## src/rtl/mdu.sv

```systemverilog
// Iterative MIPS32 multiply/divide unit owning HI/LO: 32-step shift-add multiply and restoring divide.
// Define MDU_FAST_MUL_EN to compute MULT/MULTU with a single-cycle multiplier instead.
module mdu (
    input  logic        clk,
    input  logic        resetn,
    input  logic        start,
    input  logic [2:0]  op,
    input  logic [31:0] src1,
    input  logic [31:0] src2,
    input  logic        flush,
    output logic        busy,
    output logic        done,
    output logic [31:0] hi,
    output logic [31:0] lo
);

    typedef enum logic [1:0] {
        S_IDLE = 2'd0,
        S_CALC = 2'd1,
        S_FIX  = 2'd2
    } state_t;

    state_t      state_q, state_d;
    logic [4:0]  cnt_q, cnt_d;
    logic [63:0] acc_q, acc_d;
    logic [31:0] a_q, a_d;
    logic [31:0] orig_q, orig_d;
    logic        div_q, div_d;
    logic        neg_q, neg_d;
    logic        rneg_q, rneg_d;
    logic        dz_q, dz_d;
    logic [31:0] hi_q, hi_d;
    logic [31:0] lo_q, lo_d;
    logic        done_q, done_d;

    logic        op_signed;
    logic [31:0] abs1, abs2;
    logic [32:0] mul_sum;
    logic [32:0] div_rem;
    logic [33:0] div_diff;
    logic [63:0] prod_fix;
    logic [31:0] quot_fix, rem_fix;

    assign op_signed = ~op[0];
    assign abs1      = (op_signed && src1[31]) ? (~src1 + 32'd1) : src1;
    assign abs2      = (op_signed && src2[31]) ? (~src2 + 32'd1) : src2;

    // Multiplier sits in acc[31:0] and shifts out as the product shifts in from the top.
    assign mul_sum   = {1'b0, acc_q[63:32]} + (acc_q[0] ? {1'b0, a_q} : 33'd0);

    // Dividend bits shift out of acc[31:0] into the partial remainder; quotient bits shift in.
    assign div_rem   = {acc_q[63:32], acc_q[31]};
    assign div_diff  = {1'b0, div_rem} - {2'b00, a_q};

    assign prod_fix  = neg_q  ? (~acc_q + 64'd1) : acc_q;
    assign quot_fix  = neg_q  ? (~acc_q[31:0] + 32'd1) : acc_q[31:0];
    assign rem_fix   = rneg_q ? (~acc_q[63:32] + 32'd1) : acc_q[63:32];

`ifdef MDU_FAST_MUL_EN
    logic [63:0] fast_prod;
    assign fast_prod = {32'd0, abs1} * {32'd0, abs2};
`endif

    always_comb begin
        state_d = state_q;
        cnt_d   = cnt_q;
        acc_d   = acc_q;
        a_d     = a_q;
        orig_d  = orig_q;
        div_d   = div_q;
        neg_d   = neg_q;
        rneg_d  = rneg_q;
        dz_d    = dz_q;
        hi_d    = hi_q;
        lo_d    = lo_q;
        done_d  = 1'b0;

        if (flush) begin
            state_d = S_IDLE;
            cnt_d   = 5'd0;
        end else begin
            case (state_q)
                S_IDLE: begin
                    if (start) begin
                        if (!op[2]) begin
                            div_d   = op[1];
                            neg_d   = op_signed & (src1[31] ^ src2[31]);
                            rneg_d  = op_signed & src1[31];
                            dz_d    = (src2 == 32'd0);
                            orig_d  = src1;
                            a_d     = abs2;
                            acc_d   = {32'd0, abs1};
                            cnt_d   = 5'd0;
                            state_d = S_CALC;
`ifdef MDU_FAST_MUL_EN
                            if (!op[1]) begin
                                acc_d   = fast_prod;
                                state_d = S_FIX;
                            end
`endif
                        end else if (op[1:0] == 2'b00) begin
                            hi_d = src1;
                        end else if (op[1:0] == 2'b01) begin
                            lo_d = src1;
                        end
                    end
                end
                S_CALC: begin
                    if (div_q) begin
                        acc_d = div_diff[33] ? {div_rem[31:0], acc_q[30:0], 1'b0}
                                             : {div_diff[31:0], acc_q[30:0], 1'b1};
                    end else begin
                        acc_d = {mul_sum, acc_q[31:1]};
                    end
                    cnt_d = cnt_q + 5'd1;
                    if (cnt_q == 5'd31) begin
                        cnt_d   = 5'd0;
                        state_d = S_FIX;
                    end
                end
                S_FIX: begin
                    done_d  = 1'b1;
                    state_d = S_IDLE;
                    if (div_q) begin
                        if (dz_q) begin
                            lo_d = 32'hFFFF_FFFF;
                            hi_d = orig_q;
                        end else begin
                            lo_d = quot_fix;
                            hi_d = rem_fix;
                        end
                    end else begin
                        hi_d = prod_fix[63:32];
                        lo_d = prod_fix[31:0];
                    end
                end
                default: state_d = S_IDLE;
            endcase
        end
    end

    always_ff @(posedge clk or negedge resetn) begin
        if (!resetn) begin
            state_q <= S_IDLE;
            cnt_q   <= 5'd0;
            acc_q   <= 64'd0;
            a_q     <= 32'd0;
            orig_q  <= 32'd0;
            div_q   <= 1'b0;
            neg_q   <= 1'b0;
            rneg_q  <= 1'b0;
            dz_q    <= 1'b0;
            hi_q    <= 32'd0;
            lo_q    <= 32'd0;
            done_q  <= 1'b0;
        end else begin
            state_q <= state_d;
            cnt_q   <= cnt_d;
            acc_q   <= acc_d;
            a_q     <= a_d;
            orig_q  <= orig_d;
            div_q   <= div_d;
            neg_q   <= neg_d;
            rneg_q  <= rneg_d;
            dz_q    <= dz_d;
            hi_q    <= hi_d;
            lo_q    <= lo_d;
            done_q  <= done_d;
        end
    end

    assign busy = (state_q != S_IDLE);
    assign done = done_q;
    assign hi   = hi_q;
    assign lo   = lo_q;

endmodule

```

## config.mk

```make
export PLATFORM = sky130hd
export DESIGN_NAME = mdu
export DESIGN_NICKNAME = d
export VERILOG_FILES = /design/src/rtl/mdu.sv
export SDC_FILE = /design/constraint.sdc
export NUM_CORES = 1
export LEC_CHECK = 0
export CAP_MARGIN = 20
export CORE_MARGIN = 1.5
export CORE_UTILIZATION = 30
export DETAILED_ROUTE_END_ITERATION = 7
export HOLD_SLACK_MARGIN = 0.06
export PLACE_DENSITY_LB_ADDON = 0.05
export SYNTH_ARGS = -nofsm -noshare
export SYNTH_HDL_FRONTEND = slang
export SYNTH_SLANG_ARGS = --single-unit
```

## constraint.sdc

```tcl
create_clock -name clk -period 4.2 [get_ports clk]
set_input_delay 0.63 -clock clk [delete_from_list [all_inputs] [get_ports clk]]
set_output_delay 0.63 -clock clk [all_outputs]
set_load 0.03 [all_outputs]
```

# After elaboration in Yosys (flattened, before gate mapping)
# Cells that the tools add are included.
# W data, S select, Z words.
dict set report classes {
  add_sub_neg 8
  eq_ne 13
  n_mux 36
  bitwise 11
  n_reduce_logical 15
}
# cell count
set op_table {}
lappend op_table {{$mux W32} 16}
lappend op_table {{$mux W64} 5}
lappend op_table {{$add A32 B1 Y32 const B} 4}
lappend op_table {{$not A32 Y32} 4}
lappend op_table {{$pmux W32 S2} 2}
lappend op_table {{$pmux W64 S2} 1}
lappend op_table {{$add A64 B1 Y64 const B} 1}
lappend op_table {{$not A64 Y64} 1}
lappend op_table {{$sub A33 B32 Y34} 1}
lappend op_table {{$add A32 B32 Y33} 1}
lappend op_table {{$logic_not A32 Y1} 1}
lappend op_table {{$mux W5} 4}
lappend op_table {{$ne A2 B2 Y1 const B} 6}
lappend op_table {{$pmux W5 S2} 1}
lappend op_table {{$ne A3 B3 Y1 const B} 3}
lappend op_table {{$mux W2} 4}
lappend op_table {{$reduce_and A4 Y1} 2}
lappend op_table {{$reduce_and A3 Y1} 2}
lappend op_table {{$reduce_and A6 Y1} 1}
lappend op_table {{$reduce_bool A2 Y1} 3}
lappend op_table {{$add A5 B1 Y5 const B} 1}
lappend op_table {{$eq A5 B5 Y1 const B} 1}
lappend op_table {{$reduce_and A5 Y1} 1}
lappend op_table {{$eq A2 B1 Y1 const B} 2}
lappend op_table {{other kinds (9)} 15}
dict set report totals {
  register_bits 204
  in_bits 71
  out_inout_bits 66
  word_cells 95
}

# Depth between registers and ports, before layout
# Gate-level depths: netlist of run 1.
dict set report depth {
  word_depth 6
  mapped_depth 14
  depth_no_buf 13
}

# Least setup slack after synthesis of run 1
# No wires, ideal clock.
dict set report synth_path {
  path_kind {register to register}
  startpoint {register acc_q[36]}
  endpoint {register acc_q[46]}
  setup_time_ns 0.092
  t_arrival_ns 3.046
  required_ns 4.108
  slack_ns 1.062
  stages_incl_launch_ff 13
  path_buffers 3
  period_less_slack_ns 3.138
  cell_sequence {dfrtp_1 > ha_1 > clkbuf_1 > a31oi_1 > o21ai_0 > a41o_1 > nor3_1 > o221ai_1 > a31oi_1 > buf_2 > buf_1 > a21oi_1 > o221ai_1}
}
dict set report synth_via {
  elab_chain_len 4
  word_cells_on_any_way 5
  classes_between {add/sub (2); mux (3)}
}
# element line_no
set synth_rtl {}
lappend synth_rtl {{start, declared} 25} ;# logic [63:0] acc_q, acc_d;
lappend synth_rtl {{start signal, assigned} 146} ;# acc_q <= 64'd0;
lappend synth_rtl {{start signal, assigned} 159} ;# acc_q <= acc_d;
lappend synth_rtl {{$sub A33 B32 Y34} 53} ;# assign div_diff = {1'b0, div_rem} - {2'b00, a_q};
lappend synth_rtl {{$mux W64} 110} ;# acc_d = div_diff[33] ? {div_rem[31:0], acc_q[30:0], 1'b0}
lappend synth_rtl {{$mux W64 *} 109} ;# if (div_q) begin
lappend synth_rtl {{$pmux W64 S2 *} 82} ;# case (state_q)
# Mark *: on every way between the ends. The rest lies on a longest branch, timed or not.
# A chain may end at the register's enable or synchronous reset.

# Worst setup path after layout of run 1
dict set report layout_path {
  startpoint {register acc_q[31]}
  endpoint {register acc_q[62]}
}
dict set report layout_via {
  elab_chain_len 4
}
# element line_no
set layout_rtl {}
lappend layout_rtl {{$sub A33 B32 Y34} 53}
lappend layout_rtl {{$mux W64} 110}
lappend layout_rtl {{$mux W64} 109}
lappend layout_rtl {{$pmux W64 S2} 82}
# No other way between the ends.

==> results of run 1 <==
==> cell usage in the layout, fill, tap and decap left out, types with 8 or more instances in the layout <==
master / instances
or4_1: 15
inv_1: 71
nor2b_1: 9
mux2i_1: 53
ha_1: 70
buf_4: 83
a21o_1: 22
a21oi_1: 141
clkdlybuf4s50_1: 135
nand4_1: 14
xor2_1: 59
o22ai_1: 37
a22oi_1: 16
o211ai_1: 23
and3_1: 15
nand3_1: 49
o31ai_1: 25
o21ai_0: 275
dfrtp_1: 203
nand2_1: 353
clkbuf_8: 8
a211oi_1: 9
or3_1: 19
nor4_1: 19
o21bai_1: 10
a31oi_1: 19
nor3_1: 36
o221ai_1: 11
xnor2_1: 118
o41ai_1: 12
or2_2: 14
clkbuf_16: 27
nor2_1: 158
clkbuf_1: 8
nand2b_1: 28
==> worst paths after layout <==
| path | startpoint | to | cells after the start |
|---|---|---|---|
| max | acc_q[31]$_DFFE_PN0P_ | acc_q[62]$_DFFE_PN0P_ | 14 |
| min | resetn | lo[7]$_DFFE_PN0P_ | 1 |
| max reg2reg | acc_q[31]$_DFFE_PN0P_ | acc_q[62]$_DFFE_PN0P_ | 14 |
| min reg2reg | cnt_q[3]$_DFFE_PN0P_ | cnt_q[3]$_DFFE_PN0P_ | 1 |
| max in group asynchronous | resetn | hi[28]$_DFFE_PN0P_ | 2 |
| min in group clk | cnt_q[3]$_DFFE_PN0P_ | cnt_q[3]$_DFFE_PN0P_ | 1 |
==> sequential cells by signal, indices dropped and copies added (netlist names), 2 cells and up <==
| signal | flops |
|---|---|
| state_q | 2 |
| orig_q | 32 |
| acc_q | 64 |
| lo | 32 |
| hi | 32 |
| cnt_q | 5 |
| a_q | 32 |
==> layer usage <==
metal / GRT usage [%] / part of all wire (%)
met1: 29.87 / 47
met2: 36.13 / 46
met3: 2.044 / 4.1
met4: 5.790 / 2.6
met5: 0 / 0
==> power breakdown <==
| part | switching, mW | leakage (nW) | internal (mW) |
|---|---|---|---|
| logic | 5.33 | 5.53 | 3.54 |
| clock network | 0.951 | 0.422 | 1.38 |
| registers | 0.855 | 2.58 | 2.69 |
| total | 7.14 | 8.54 | 7.61 |
==> final cells by class <==
| class | instances | area (um^2) | area share (%) |
|---|---|---|---|
| clock buffers | 43 | 815.8 | 4.113 |
| clock inverters | 4 | 51.30 | 0.2586 |
| inverters | 72 | 270.3 | 1.363 |
| multi-input cells | 1738 | 10610 | 53.48 |
| flip-flops and latches | 204 | 5109 | 25.76 |
| well taps | 696 | 870.8 | 4.390 |
| repair buffers | 225 | 2110 | 10.64 |
==> kinds of logic after synthesis <==
group / share of synthesized area [%]
adders and majority gates: 5.559
DFF: 30.99
muxes: 3.494
and+or+nand+nor: 20.97
buffers and inverters: 5.073
AOI/OAI and AO/OA: 24.51
xor gates and xnor gates: 9.410
==> stage by stage <==
stage	power [mW]	cells	hold WS, ns
after global routing	15.93	2982	0.1042
after floorplan	9.428	2159	0.3344
final	14.75	2982	0.06711
after detailed placement	12.40	2935	0.4568
after global placement	12.37	2935	0.4565
after CTS	14.80	2982	0.07597
==> results.ini, run 1 <==
[power]
p_per_area_nw_per_um2=743.4
leakagePower_nw=8.537
ir_drop_v=0.0002542

[clock_network]
cts_buffers=27
h-tree-depth=1
clock_path_buffers=3
insertion_delay_ns=0.58
clk_pin_slew_ns=0.06
cts_resized=0
cts.sinks=204
holdBufCountCts=0
post_cts_buffers=0
cts-root-buf=clkbuf_16
cts_tree=built

[synthesis]
synth_cell_types=76
syn_nets=2302
synth-seq-area-share_pct=30.99
syn_area_per_cell_um2=7.631
yosys.area.top_type=dfrtp_1
ys_async_sr_fraction_pct=100.0
synth.cell_area_um2=16470
ys_seq_elements=204
yosys.area.top_type_share_pct=30.99
yosysMostFrequentCell=nand2_1
synth_edf_count=0
synthCells=2159
yosys_warnings=0
ys_top_cells_by_count=353 x nand2_1, 276 x o21ai_0, 204 x dfrtp_1
synth_area_leaders=dfrtp_1 31%, o21ai_0 8.4%, nand2_1 8.0%
synth_ff_type=dfrtp_1

[floorplan]
start_util_pct=30.49
rows=85
core_um2=54030
dieArea_um2=56330
chipHeight_um=237.3
die_w_um=237.3
io_pins=137

[sta]
period_minus_slack_ns=3.632
tns_ns=0
worstMarginPinSlew_ns=0.9715
finClkSkew_ns=0.02121
fin_ws_ns=0.5680
final_max_slew_viol_count=0
timing.fmax_mhz=275.3
rsz0062_at_grt=no
final_hold_viol_count=0
slew_headroom_pct=35.24
finalCritPeriodShare_pct=86.48
finalSetupViolations=0

[route]
drtIter0Drc=986
route.vias.total=16080
avgViaCountPerCell=5.391
wl_per_cell_um=20.79
routed_wl_mm=61.98
drtPass1Iterations=5
remaining_drc_errors=0
ant_nets=0

[final_layout]
finalCoreUtilization_pct=36.71
drive_gt1_share_pct=7.655
fillers=5750
area_growth_pct=20.40
nNetsFinal=2411
final_cell_area_um2=19840
antenna_cells=0

[critical_path]
cp-end-kind=register
criticalPathCategory=register to register
required_ns=4.69
r2r_slack_ns=0.57
worst-path-max-fanout=3
path_delay_family=compound AO/OA/AOI/OAI gates
crit_buf_inv=3
crit_slowest_cell=o21ai_0
arrival_ns=4.12
startpoint_type=register
crit_chain=inv_1 -> ha_1 -> inv_1 -> fa_1 -> a211oi_1 -> o211ai_1 -> nand2_1 -> o21ai_0 -> o21ai_0 -> nand3_1 -> o311ai_0 -> buf_4 -> o221ai_1 -> o21ai_0
critPathMaxStageDelay_ns=0.50
crit_top_cell=o21ai_0

[global_routing]
antenna_found_initial=0
grt_pass1_vias=15810
gr-total-overflow=0
grt_first_pass_wirelength_mm=95.76
grt_max_degree=77
grt_usage_pct=21.66

[placed_design]
place_area_um2=18970
numPortBuffers=136
pre_cts_ws_ns=0.4432
dp_hpwl_mm=47.01
gp_congestion=0.8837

[job]
cap_violations=0

[outcome]
outcome=finished, final reports clean

[worst_hold_path]
hold_path_class=input port to async pin

Power figures use the tool's default switching activity.
==> run 2: changes to the inputs <==
- CTS_CLUSTER_DIAMETER: default -> 200
- TNS_END_PERCENT: default -> 5
==> results of run 2 <==
The final DEF is identical to that of run 1; final timing and power are the same.
